### config.mk
export PLATFORM = sky130hd
export DESIGN_NAME = multicycle_ctrl
export DESIGN_NICKNAME = d
export VERILOG_FILES = /design/src/rtl/mc_pkg.sv /design/src/rtl/multicycle_ctrl_if.sv /design/src/rtl/alu_decoder.sv /design/src/rtl/multicycle_ctrl_core.sv /design/src/rtl/multicycle_ctrl.sv
export SDC_FILE = /design/constraint.sdc
export NUM_CORES = 1
export LEC_CHECK = 0
export BUFFER_PORTS_ARGS = -buffer_cell sky130_fd_sc_hd__clkbuf_2
export CAP_MARGIN = 25
export CORE_MARGIN = 5
export CORE_UTILIZATION = 45
export CTS_CLUSTER_DIAMETER = 50
export DETAILED_ROUTE_END_ITERATION = 16
export GPL_ROUTABILITY_DRIVEN = 0
export PLACE_DENSITY_LB_ADDON = 0.3
export SLEW_MARGIN = 40
export SYNTH_ARGS = -nofsm -noshare
export SYNTH_HDL_FRONTEND = slang
export SYNTH_SLANG_ARGS = --single-unit
### constraint.sdc
create_clock -name clk -period 2.1 [get_ports clk]
set_input_delay 0.315 -clock clk [delete_from_list [all_inputs] [get_ports clk]]
set_output_delay 0.315 -clock clk [all_outputs]
set_load 0.02 [all_outputs]
### src/rtl/mc_pkg.sv
// Shared types and constants for the multicycle MIPS-subset controller:
// state encoding, opcode/funct values and ALU operation codes.
package mc_pkg;

  typedef enum logic [3:0] {
    S_FETCH  = 4'd0,
    S_FWAIT  = 4'd1,
    S_DECODE = 4'd2,
    S_MEMADR = 4'd3,
    S_MEMRD  = 4'd4,
    S_MRWAIT = 4'd5,
    S_MEMWB  = 4'd6,
    S_MEMWR  = 4'd7,
    S_EXEC   = 4'd8,
    S_RWB    = 4'd9,
    S_BRANCH = 4'd10,
    S_JUMP   = 4'd11,
    S_ADDIEX = 4'd12,
    S_ADDIWB = 4'd13,
    S_HALT   = 4'd14
  } state_e;

  localparam logic [5:0] OP_RTYPE = 6'b000000;
  localparam logic [5:0] OP_LW    = 6'b100011;
  localparam logic [5:0] OP_SW    = 6'b101011;
  localparam logic [5:0] OP_BEQ   = 6'b000100;
  localparam logic [5:0] OP_J     = 6'b000010;
  localparam logic [5:0] OP_ADDI  = 6'b001000;

  localparam logic [5:0] FN_ADD = 6'b100000;
  localparam logic [5:0] FN_SUB = 6'b100010;
  localparam logic [5:0] FN_AND = 6'b100100;
  localparam logic [5:0] FN_OR  = 6'b100101;
  localparam logic [5:0] FN_SLT = 6'b101010;

  localparam logic [2:0] ALU_AND = 3'b000;
  localparam logic [2:0] ALU_OR  = 3'b001;
  localparam logic [2:0] ALU_ADD = 3'b010;
  localparam logic [2:0] ALU_SUB = 3'b110;
  localparam logic [2:0] ALU_SLT = 3'b111;

endpackage

### src/rtl/multicycle_ctrl_if.sv
// Instruction-field inputs and datapath control outputs of the controller.
interface multicycle_ctrl_if;
  logic [5:0] op;
  logic [5:0] funct;
  logic       zero;
  logic       iord;
  logic       mem_read;
  logic       mem_write;
  logic       ir_write;
  logic       reg_dst;
  logic       mem_to_reg;
  logic       reg_write;
  logic       alu_src_a;
  logic [1:0] alu_src_b;
  logic [2:0] alu_control;
  logic       pc_write;
  logic       pc_write_cond;
  logic [1:0] pc_source;
  logic       pc_we;
  logic       illegal;
  logic [3:0] state_dbg;

  modport master (
    output op, funct, zero,
    input  iord, mem_read, mem_write, ir_write, reg_dst, mem_to_reg, reg_write,
           alu_src_a, alu_src_b, alu_control, pc_write, pc_write_cond,
           pc_source, pc_we, illegal, state_dbg
  );

  modport slave (
    input  op, funct, zero,
    output iord, mem_read, mem_write, ir_write, reg_dst, mem_to_reg, reg_write,
           alu_src_a, alu_src_b, alu_control, pc_write, pc_write_cond,
           pc_source, pc_we, illegal, state_dbg
  );
endinterface

### src/rtl/alu_decoder.sv
// R-type funct field to ALU operation; valid=0 flags an unsupported funct.
module alu_decoder
  import mc_pkg::*;
(
  input  logic [5:0] funct,
  output logic [2:0] alu_control,
  output logic       valid
);
  always_comb begin
    alu_control = ALU_ADD;
    valid       = 1'b1;
    case (funct)
      FN_ADD:  alu_control = ALU_ADD;
      FN_SUB:  alu_control = ALU_SUB;
      FN_AND:  alu_control = ALU_AND;
      FN_OR:   alu_control = ALU_OR;
      FN_SLT:  alu_control = ALU_SLT;
      default: valid = 1'b0;
    endcase
  end
endmodule

### src/rtl/multicycle_ctrl_core.sv
// Moore control FSM. Instruction fields are captured in DECODE so later
// states drive outputs from registered state only.
module multicycle_ctrl_core
  import mc_pkg::*;
(
  input logic clk,
  input logic rst,
  multicycle_ctrl_if.slave bus
);
  state_e     state_q, state_d;
  logic       illegal_q, illegal_d;
  logic [2:0] alu_ctl_q, alu_ctl_d;
  logic       alu_ok_q, alu_ok_d;
  logic       is_sw_q, is_sw_d;
  logic [2:0] dec_ctl;
  logic       dec_ok;

  logic       iord, mem_read, mem_write, ir_write, reg_dst, mem_to_reg, reg_write;
  logic       alu_src_a, pc_write, pc_write_cond;
  logic [1:0] alu_src_b, pc_source;
  logic [2:0] alu_control;

  alu_decoder u_alu_dec (.funct(bus.funct), .alu_control(dec_ctl), .valid(dec_ok));

  always_ff @(posedge clk or posedge rst) begin
    if (rst) begin
      state_q   <= S_FETCH;
      illegal_q <= 1'b0;
      alu_ctl_q <= ALU_ADD;
      alu_ok_q  <= 1'b0;
      is_sw_q   <= 1'b0;
    end else begin
      state_q   <= state_d;
      illegal_q <= illegal_d;
      alu_ctl_q <= alu_ctl_d;
      alu_ok_q  <= alu_ok_d;
      is_sw_q   <= is_sw_d;
    end
  end

  always_comb begin
    state_d       = state_q;
    alu_ctl_d     = alu_ctl_q;
    alu_ok_d      = alu_ok_q;
    is_sw_d       = is_sw_q;
    iord          = 1'b0;
    mem_read      = 1'b0;
    mem_write     = 1'b0;
    ir_write      = 1'b0;
    reg_dst       = 1'b0;
    mem_to_reg    = 1'b0;
    reg_write     = 1'b0;
    alu_src_a     = 1'b0;
    alu_src_b     = 2'b00;
    alu_control   = 3'b000;
    pc_write      = 1'b0;
    pc_write_cond = 1'b0;
    pc_source     = 2'b00;
    case (state_q)
      S_FETCH: begin
        mem_read = 1'b1;
        state_d  = S_FWAIT;
      end
      S_FWAIT: begin
        ir_write    = 1'b1;
        alu_src_b   = 2'b01;
        alu_control = ALU_ADD;
        pc_write    = 1'b1;
        state_d     = S_DECODE;
      end
      S_DECODE: begin
        // Branch target is precomputed into ALUOut while dispatching.
        alu_src_b   = 2'b11;
        alu_control = ALU_ADD;
        alu_ctl_d   = dec_ctl;
        alu_ok_d    = dec_ok;
        is_sw_d     = (bus.op == OP_SW);
        case (bus.op)
          OP_LW, OP_SW: state_d = S_MEMADR;
          OP_RTYPE:     state_d = S_EXEC;
          OP_BEQ:       state_d = S_BRANCH;
          OP_J:         state_d = S_JUMP;
          OP_ADDI:      state_d = S_ADDIEX;
          default:      state_d = S_HALT;
        endcase
      end
      S_MEMADR: begin
        alu_src_a   = 1'b1;
        alu_src_b   = 2'b10;
        alu_control = ALU_ADD;
        state_d     = is_sw_q ? S_MEMWR : S_MEMRD;
      end
      S_MEMRD: begin
        iord     = 1'b1;
        mem_read = 1'b1;
        state_d  = S_MRWAIT;
      end
      S_MRWAIT: state_d = S_MEMWB;
      S_MEMWB: begin
        mem_to_reg = 1'b1;
        reg_write  = 1'b1;
        state_d    = S_FETCH;
      end
      S_MEMWR: begin
        iord      = 1'b1;
        mem_read  = 1'b1;
        mem_write = 1'b1;
        state_d   = S_FETCH;
      end
      S_EXEC: begin
        alu_src_a   = 1'b1;
        alu_control = alu_ctl_q;
        state_d     = alu_ok_q ? S_RWB : S_HALT;
      end
      S_RWB: begin
        reg_dst   = 1'b1;
        reg_write = 1'b1;
        state_d   = S_FETCH;
      end
      S_BRANCH: begin
        alu_src_a     = 1'b1;
        alu_control   = ALU_SUB;
        pc_write_cond = 1'b1;
        pc_source     = 2'b01;
        state_d       = S_FETCH;
      end
      S_JUMP: begin
        pc_source = 2'b10;
        pc_write  = 1'b1;
        state_d   = S_FETCH;
      end
      S_ADDIEX: begin
        alu_src_a   = 1'b1;
        alu_src_b   = 2'b10;
        alu_control = ALU_ADD;
        state_d     = S_ADDIWB;
      end
      S_ADDIWB: begin
        reg_write = 1'b1;
        state_d   = S_FETCH;
      end
      default: state_d = S_HALT;
    endcase
    // Flag rises on the same edge that enters HALT and stays until reset.
    illegal_d = illegal_q | (state_d == S_HALT);
  end

  assign bus.iord          = iord;
  assign bus.mem_read      = mem_read;
  assign bus.mem_write     = mem_write;
  assign bus.ir_write      = ir_write;
  assign bus.reg_dst       = reg_dst;
  assign bus.mem_to_reg    = mem_to_reg;
  assign bus.reg_write     = reg_write;
  assign bus.alu_src_a     = alu_src_a;
  assign bus.alu_src_b     = alu_src_b;
  assign bus.alu_control   = alu_control;
  assign bus.pc_write      = pc_write;
  assign bus.pc_write_cond = pc_write_cond;
  assign bus.pc_source     = pc_source;
  assign bus.pc_we         = pc_write | (pc_write_cond & bus.zero);
  assign bus.illegal       = illegal_q;
  assign bus.state_dbg     = state_q;
endmodule

### src/rtl/multicycle_ctrl.sv
// Flat-port top of the multicycle controller; bundles ports onto the
// controller interface and hands it to the FSM core.
module multicycle_ctrl (
  input  logic       clk,
  input  logic       rst,
  input  logic [5:0] op,
  input  logic [5:0] funct,
  input  logic       zero,
  output logic       iord,
  output logic       mem_read,
  output logic       mem_write,
  output logic       ir_write,
  output logic       reg_dst,
  output logic       mem_to_reg,
  output logic       reg_write,
  output logic       alu_src_a,
  output logic [1:0] alu_src_b,
  output logic [2:0] alu_control,
  output logic       pc_write,
  output logic       pc_write_cond,
  output logic [1:0] pc_source,
  output logic       pc_we,
  output logic       illegal,
  output logic [3:0] state_dbg
);
  multicycle_ctrl_if bus ();

  assign bus.op    = op;
  assign bus.funct = funct;
  assign bus.zero  = zero;

  multicycle_ctrl_core u_core (.clk(clk), .rst(rst), .bus(bus.slave));

  assign iord          = bus.iord;
  assign mem_read      = bus.mem_read;
  assign mem_write     = bus.mem_write;
  assign ir_write      = bus.ir_write;
  assign reg_dst       = bus.reg_dst;
  assign mem_to_reg    = bus.mem_to_reg;
  assign reg_write     = bus.reg_write;
  assign alu_src_a     = bus.alu_src_a;
  assign alu_src_b     = bus.alu_src_b;
  assign alu_control   = bus.alu_control;
  assign pc_write      = bus.pc_write;
  assign pc_write_cond = bus.pc_write_cond;
  assign pc_source     = bus.pc_source;
  assign pc_we         = bus.pc_we;
  assign illegal       = bus.illegal;
  assign state_dbg     = bus.state_dbg;
endmodule

==> results_dict.tcl, run 1 <==
set metrics [dict create \
    ys_seq_area_frac 0.3226 \
    p_int_uw 753.2 \
    r2r_cells 4 \
    grtUsageTotal 0.1579 \
    n_antenna_cell 0 \
    swShare 0.5160 \
    min_from "op[3]" \
    synthAdderAreaFrac 0 \
    port_buffers 37 \
    combPwrFrac 0.618 \
    cts-root-buf "clkbuf_4" \
    chipWidth_um 51.62 \
    clk_latency_ns 0.26 \
    dr.pass1.iters 4 \
    fillers 163 \
    switchingPower_uw 803.0 \
    critPathKind "reg -> out" \
    synth_area_leaders "dfrtp_1, nor2_1, nand2_1" \
    p_leak_uw 0.0004962 \
    cts_buffers 3 \
    fin_crit_ns 1.965 \
    maxCapViolCount 0 \
    hold_path.class "in -> reg" \
    cts_tree "done" \
    synth_area_per_cell_um2 8.036 \
    cp.required_ns 1.78 \
    min_to "u_core.is_sw_q" \
    grt_max_degree 19 \
    path_max_fanout 18 \
    rsz0062_at_grt "false" \
    r2r_slack_ns 0.45 \
    ys_warn_count 0 \
    end_kind "primary output" \
    yosys.area_share.simple 0.3451 \
    reg2reg_from "u_core.bus.state_dbg[0]" \
    initial_core_util 0.4615 \
    grt_pass1_vias 735 \
    grt_overflow 0 \
    synth_edf_count 0 \
    regArea_um2 255.2 \
    relSlewSlack 0.7130 \
    syn_inst 97 \
    antenna_found_initial 0 \
    run_status "complete, no violations" \
    r2r-end "u_core.bus.illegal" \
    setup_tns_ns 0 \
    setup-violations-final 0 \
    netlist_area_um2 779.5 \
    whs_ns 0.3200 \
    synthFlopType "dfrtp_1" \
    die_h_um 51.62 \
    ir_drop_mv 0.6099 \
    final_nets 149 \
    drt-initial-drc-count 6 \
    dp_hpwl_mm 1.615 \
    boundaryPins 38 \
    clockBufferDepth 2 \
    synth_common_cells "nor2_1, nand2_1, dfrtp_1" \
    tightest_slew_ns 0.4292 \
    synth_xor_area_frac 0 \
    whs_path_depth 3 \
    antenna_left 0 \
    drc 0 \
    viasPerCell 5.573 \
    syn2layout_area_growth_pct 28.09 \
    multi_input_area_um2 475.5 \
    clkSinkCount 10 \
    ys_ff_latch 10 \
    ys_types 36 \
    finalMaxSlewViolations 0 \
    async_flop_share 1.000 \
    clkTransAtPathRegs_ns 0.06 \
    via_count 836 \
    skew_ns 0.003350 \
    pwr_density_cell_nw_per_um2 1559 \
    grt_pass1_wl_mm 3.160 \
    fmax_mhz 508.9 \
    syn_nets 112 \
    post-synth-top-count-cell "nor2_1" \
    worstPathArrival_ns 1.65 \
    start_kind "flop" \
    p_clk_frac 0.107 \
    synth.top_cell.area_share 0.2889 \
    finalHoldViolCount 0 \
    synth_area_leader_cell "dfrtp_1" \
    finalWirelength_mm 1.967 \
    synth-compound-area-share 0.2376 \
    num_rows 15 \
    synth_top_family_by_area "simple AND/OR/NAND/NOR gates" \
    die-area_um2 2665 \
    fin_crit_sh 0.9357 \
    h-tree-depth 1 \
    seqPwrFrac 0.275 \
    synth_mux_area_frac 0.02729 \
    wire_per_inst_um 13.11 \
    core_area_um2 1689 \
    layout-drive-gt1-share 0.3985 \
]
-- flip-flops by register name, summed over array words and instances, names as in the netlist --
signal and flops:
u_core.bus.illegal 1, u_core.bus.state_dbg 4, u_core.alu_ctl_q 3, u_core.is_sw_q 1
u_core.alu_ok_q 1
-- timing repair --
item | CTS | global route
endpoints found under the hold margin | 9 | 0
buffers inserted | 0 | 0
hold buffers | 1 | 0
setup endpoints to repair | 0 | 2
gates resized for setup | 0 | 3
-- power by group through the flow --
stage / combinational [uW] / sequential, uW / clock [uW]
after global routing: 1050 / 443 / 185
after CTS: 967 / 418 / 176
after detailed placement: 962 / 422 / 0
after floorplan: 716 / 393 / 0
final: 961 / 428 / 167
after global placement: 949 / 417 / 0
-- cells by family after synthesis --
logic type / Yosys count
AOI/OAI and AO/OA: 25
buffers and inverters: 9
DFF: 10
muxes: 2
and+or+nand+nor: 51
-- worst max-delay path, stage by stage (launching register included) --
cell and delay, ns:
dfrtp_2 0.52, nand2b_1 0.20, nor2_1 0.07, or2_2 0.30, a21o_1 0.15, clkbuf_2 0.14
-- area by class of cell --
| cell class | instances | area share |
|---|---|---|
| inverter | 2 | 0.007519 |
| tap | 17 | 0.02130 |
| timing repair buffer | 39 | 0.2030 |
| sequential | 10 | 0.2556 |
| clock buffer | 4 | 0.03634 |
| multi-input combinational | 78 | 0.4762 |
-- layer usage --
layer / wire length, um / GRT usage / vias up
met3: 98 / 0.02865 / 2
met4: 12 / 0.06550 / 0
met1: 846 / 0.2014 / 388
li1: - / - / 426
met5: 0 / 0 / -
met2: 1009 / 0.2606 / 20
-- metrics by stage --
stage	power, uW	setup WS [ns]	instances	utilization	instance area (um2)
after floorplan	1109	0.02256	97	-	779.5
after global placement	1367	0.3584	145	0.5615	948.4
after detailed placement	1383	0.3219	145	0.5615	948.4
after CTS	1561	0.02389	150	0.5889	994.7
after global routing	1677	0.02175	150	0.5911	998.5
final	1556	0.1351	150	0.5911	998.5
-- placed cells by master, fill, tap and decap left out, types with 2 or more instances in the layout --
| cell | Yosys | routed |
|---|---|---|
| clkbuf_2 | 0 | 37 |
| nor2_1 | 15 | 15 |
| nand2_1 | 11 | 11 |
| nor3_1 | 6 | 6 |
| dfrtp_1 | 9 | 6 |
| nand2b_1 | 5 | 5 |
| o21ai_0 | 5 | 5 |
| nand3_1 | 3 | 3 |
| a21oi_1 | 3 | 3 |
| nor3b_1 | 3 | 3 |
| clkbuf_4 | 0 | 3 |
| dfrtp_2 | 0 | 3 |
| a32o_1 | 2 | 2 |
| nor2b_1 | 2 | 2 |
| or2_2 | 2 | 2 |
| inv_1 | 2 | 2 |
| a22o_1 | 2 | 2 |
| a21o_1 | 2 | 2 |
-- worst max path at each step --
stage	start	endpoint	slack, ns	cells after the start
global route	u_core.bus.state_dbg[2]	pc_we	0.02	5
floorplan	u_core.bus.state_dbg[2]	pc_we	0.02	4
detailed placement	u_core.bus.state_dbg[3]	pc_we	0.32	5
global placement	u_core.bus.state_dbg[3]	pc_we	0.36	5
CTS	u_core.bus.state_dbg[3]	pc_we	0.02	5
finish	u_core.bus.state_dbg[3]	pc_we	0.14	5
Note: power is estimated with default switching activity, not from simulation.
==> inputs of run 2 (changes only) <==
--- a/config.mk
+++ b/config.mk
@@ -7,12 +7,13 @@
 export LEC_CHECK = 0
 export BUFFER_PORTS_ARGS = -buffer_cell sky130_fd_sc_hd__clkbuf_2
 export CAP_MARGIN = 25
+export CORE_ASPECT_RATIO = 0.9
 export CORE_MARGIN = 5
 export CORE_UTILIZATION = 45
 export CTS_CLUSTER_DIAMETER = 50
 export DETAILED_ROUTE_END_ITERATION = 16
 export GPL_ROUTABILITY_DRIVEN = 0
-export PLACE_DENSITY_LB_ADDON = 0.3
+export PLACE_DENSITY = 0.8
 export SLEW_MARGIN = 40
 export SYNTH_ARGS = -nofsm -noshare
 export SYNTH_HDL_FRONTEND = slang
==> results_dict.tcl, run 2 (synthesized netlist as in run 1, its figures left out) <==
set metrics [dict create \
    postCtsSetupBuffers 0 \
    run_status "complete, no violations" \
    finalWirelength_mm 2.097 \
    cp.required_ns 1.78 \
    multi_input_area_um2 483.0 \
    skew_ns 0.002232 \
    initial_core_util 0.4684 \
    boundaryPins 38 \
    grt_max_degree 17 \
    fin_crit_sh 0.9425 \
    end_kind "primary output" \
    clockBufferDepth 2 \
    r2r-end "u_core.bus.illegal" \
    num_rows 14 \
    die_h_um 49.49 \
    wire_per_inst_um 13.27 \
    rsz0062_at_grt "false" \
    reg2reg_from "u_core.bus.state_dbg[3]" \
    finish.utilization 0.6135 \
    fmax_mhz 505.2 \
    cp_cell_sequence "nand2b_4 > nor2_1 > or2_2 > a21o_1 > clkbuf_2" \
    place_area_um2 964.7 \
    tightest_slew_ns 0.4953 \
    p_leak_uw 0.0005083 \
    start_kind "flop" \
    regArea_um2 254.0 \
    clk_latency_ns 0.26 \
    fillers 154 \
    chipWidth_um 53.87 \
    drc 0 \
    final_common_cell "clkbuf_2" \
    min_to "u_core.is_sw_q" \
    final_area_um2 1021 \
    cts_buffers 3 \
    core_area_um2 1664 \
    syn2layout_area_growth_pct 30.98 \
    antenna_left 0 \
    final_nets 150 \
    layout-drive-gt1-share 0.4030 \
    clkTransAtPathRegs_ns 0.06 \
    cp_slowest_cell "dfrtp_1" \
    port_buffers 37 \
    n_antenna_cell 0 \
    dr.pass1.iters 6 \
    setup-violations-final 0 \
    crit_family "flip-flops" \
    crit_path_max_incr_delay_ns 0.56 \
    viasPerCell 5.399 \
    layout_common_cells "clkbuf_2, nor2_1, nand2_1" \
    hold_path.class "in -> reg" \
    grt_pass1_vias 762 \
    whs_path_depth 3 \
    grt_overflow 0 \
    die-area_um2 2666 \
    pwr_density_cell_nw_per_um2 1551 \
    finalMaxSlewViolations 0 \
    critPathKind "reg -> out" \
    drt-initial-drc-count 16 \
    cts_tree "done" \
    r2r_slack_ns 0.36 \
    clkSinkCount 10 \
    cts-root-buf "clkbuf_4" \
    grt_pass1_wl_mm 3.194 \
    min_from "op[3]" \
    path_max_fanout 14 \
    dp_hpwl_mm 1.694 \
    worstPathArrival_ns 1.66 \
    relSlewSlack 0.6698 \
    setup_tns_ns 0 \
    largest_reg_flops 4 \
    h-tree-depth 1 \
    crit_buf_inv 1 \
    via_count 853 \
    antenna_found_initial 0 \
    r2r_cells 4 \
    finalHoldViolCount 0 \
    grtUsageTotal 0.1601 \
    maxCapViolCount 0 \
    fin_crit_ns 1.979 \
    ir_drop_mv 0.7298 \
]
run 2: cell types whose count changed in the layout (fill, tap and decap cells not counted), sizes merged:
cell	delta
buf	+1
run 2: area by class of cell:
class	instances	area share
Clock buffer	4	0.03554
Inverter	2	0.007353
Multi-Input combinational cell	78	0.4730
Timing Repair Buffer	40	0.2059
Tap cell	24	0.02941
Sequential cell	10	0.2488
run 2: how the worst max path moves through the flow:
stage | from | to | slack, ns | depth (start not counted)
after floorplan | u_core.bus.state_dbg[2] | pc_we | 0.02 | 4
after detailed placement | u_core.bus.state_dbg[1] | pc_we | 0.33 | 5
after CTS | u_core.bus.state_dbg[1] | pc_we | 0.05 | 5
after global routing | u_core.bus.state_dbg[3] | reg_write | 0.002 | 5
after global placement | u_core.bus.state_dbg[3] | pc_we | 0.39 | 5
final | u_core.bus.state_dbg[3] | pc_we | 0.12 | 5
run 2: layer usage:
layer,wire [um],vias to the layer above,share of wire,GRT usage
li1,-,428,-,-
met1,945,390,0.45,0.2053
met2,977,35,0.47,0.2500
met3,174,0,0.083,0.03313
met4,0,0,0,0.07660
met5,0,-,0,0
run 2: what timing repair did:
item / CTS / global route
hold buffers: 1 / 0
endpoints found under the hold margin: 6 / 0
setup endpoints to repair: 0 / 2
gates resized for setup: 0 / 3
run 2: per-stage QoR:
| stage | total power (uW) | hold WS (ns) | worst slack [ns] | std cells |
|---|---|---|---|---|
| floorplan | 1109 | 0.1545 | 0.02256 | 97 |
| global placement | 1375 | 0.2717 | 0.3916 | 153 |
| detailed placement | 1401 | 0.2853 | 0.3347 | 153 |
| CTS | 1576 | 0.3124 | 0.04685 | 158 |
| global route | 1707 | 0.3244 | 0.001788 | 158 |
| finish | 1584 | 0.3205 | 0.1208 | 158 |
run 2: report_power, final:
group          switching (uW)  internal [uW]  total [uW]
Combinational             607            386         992
Sequential                149            277         426
Clock                    60.0            105         165
run 2: worst reg2reg max path, delay by kind of cell, from the launching register on:
family             cells  cell delay [ns]
and+or+nand+nor        1             0.67
DFF                    1             0.56
AOI/OAI and AO/OA      3             0.46
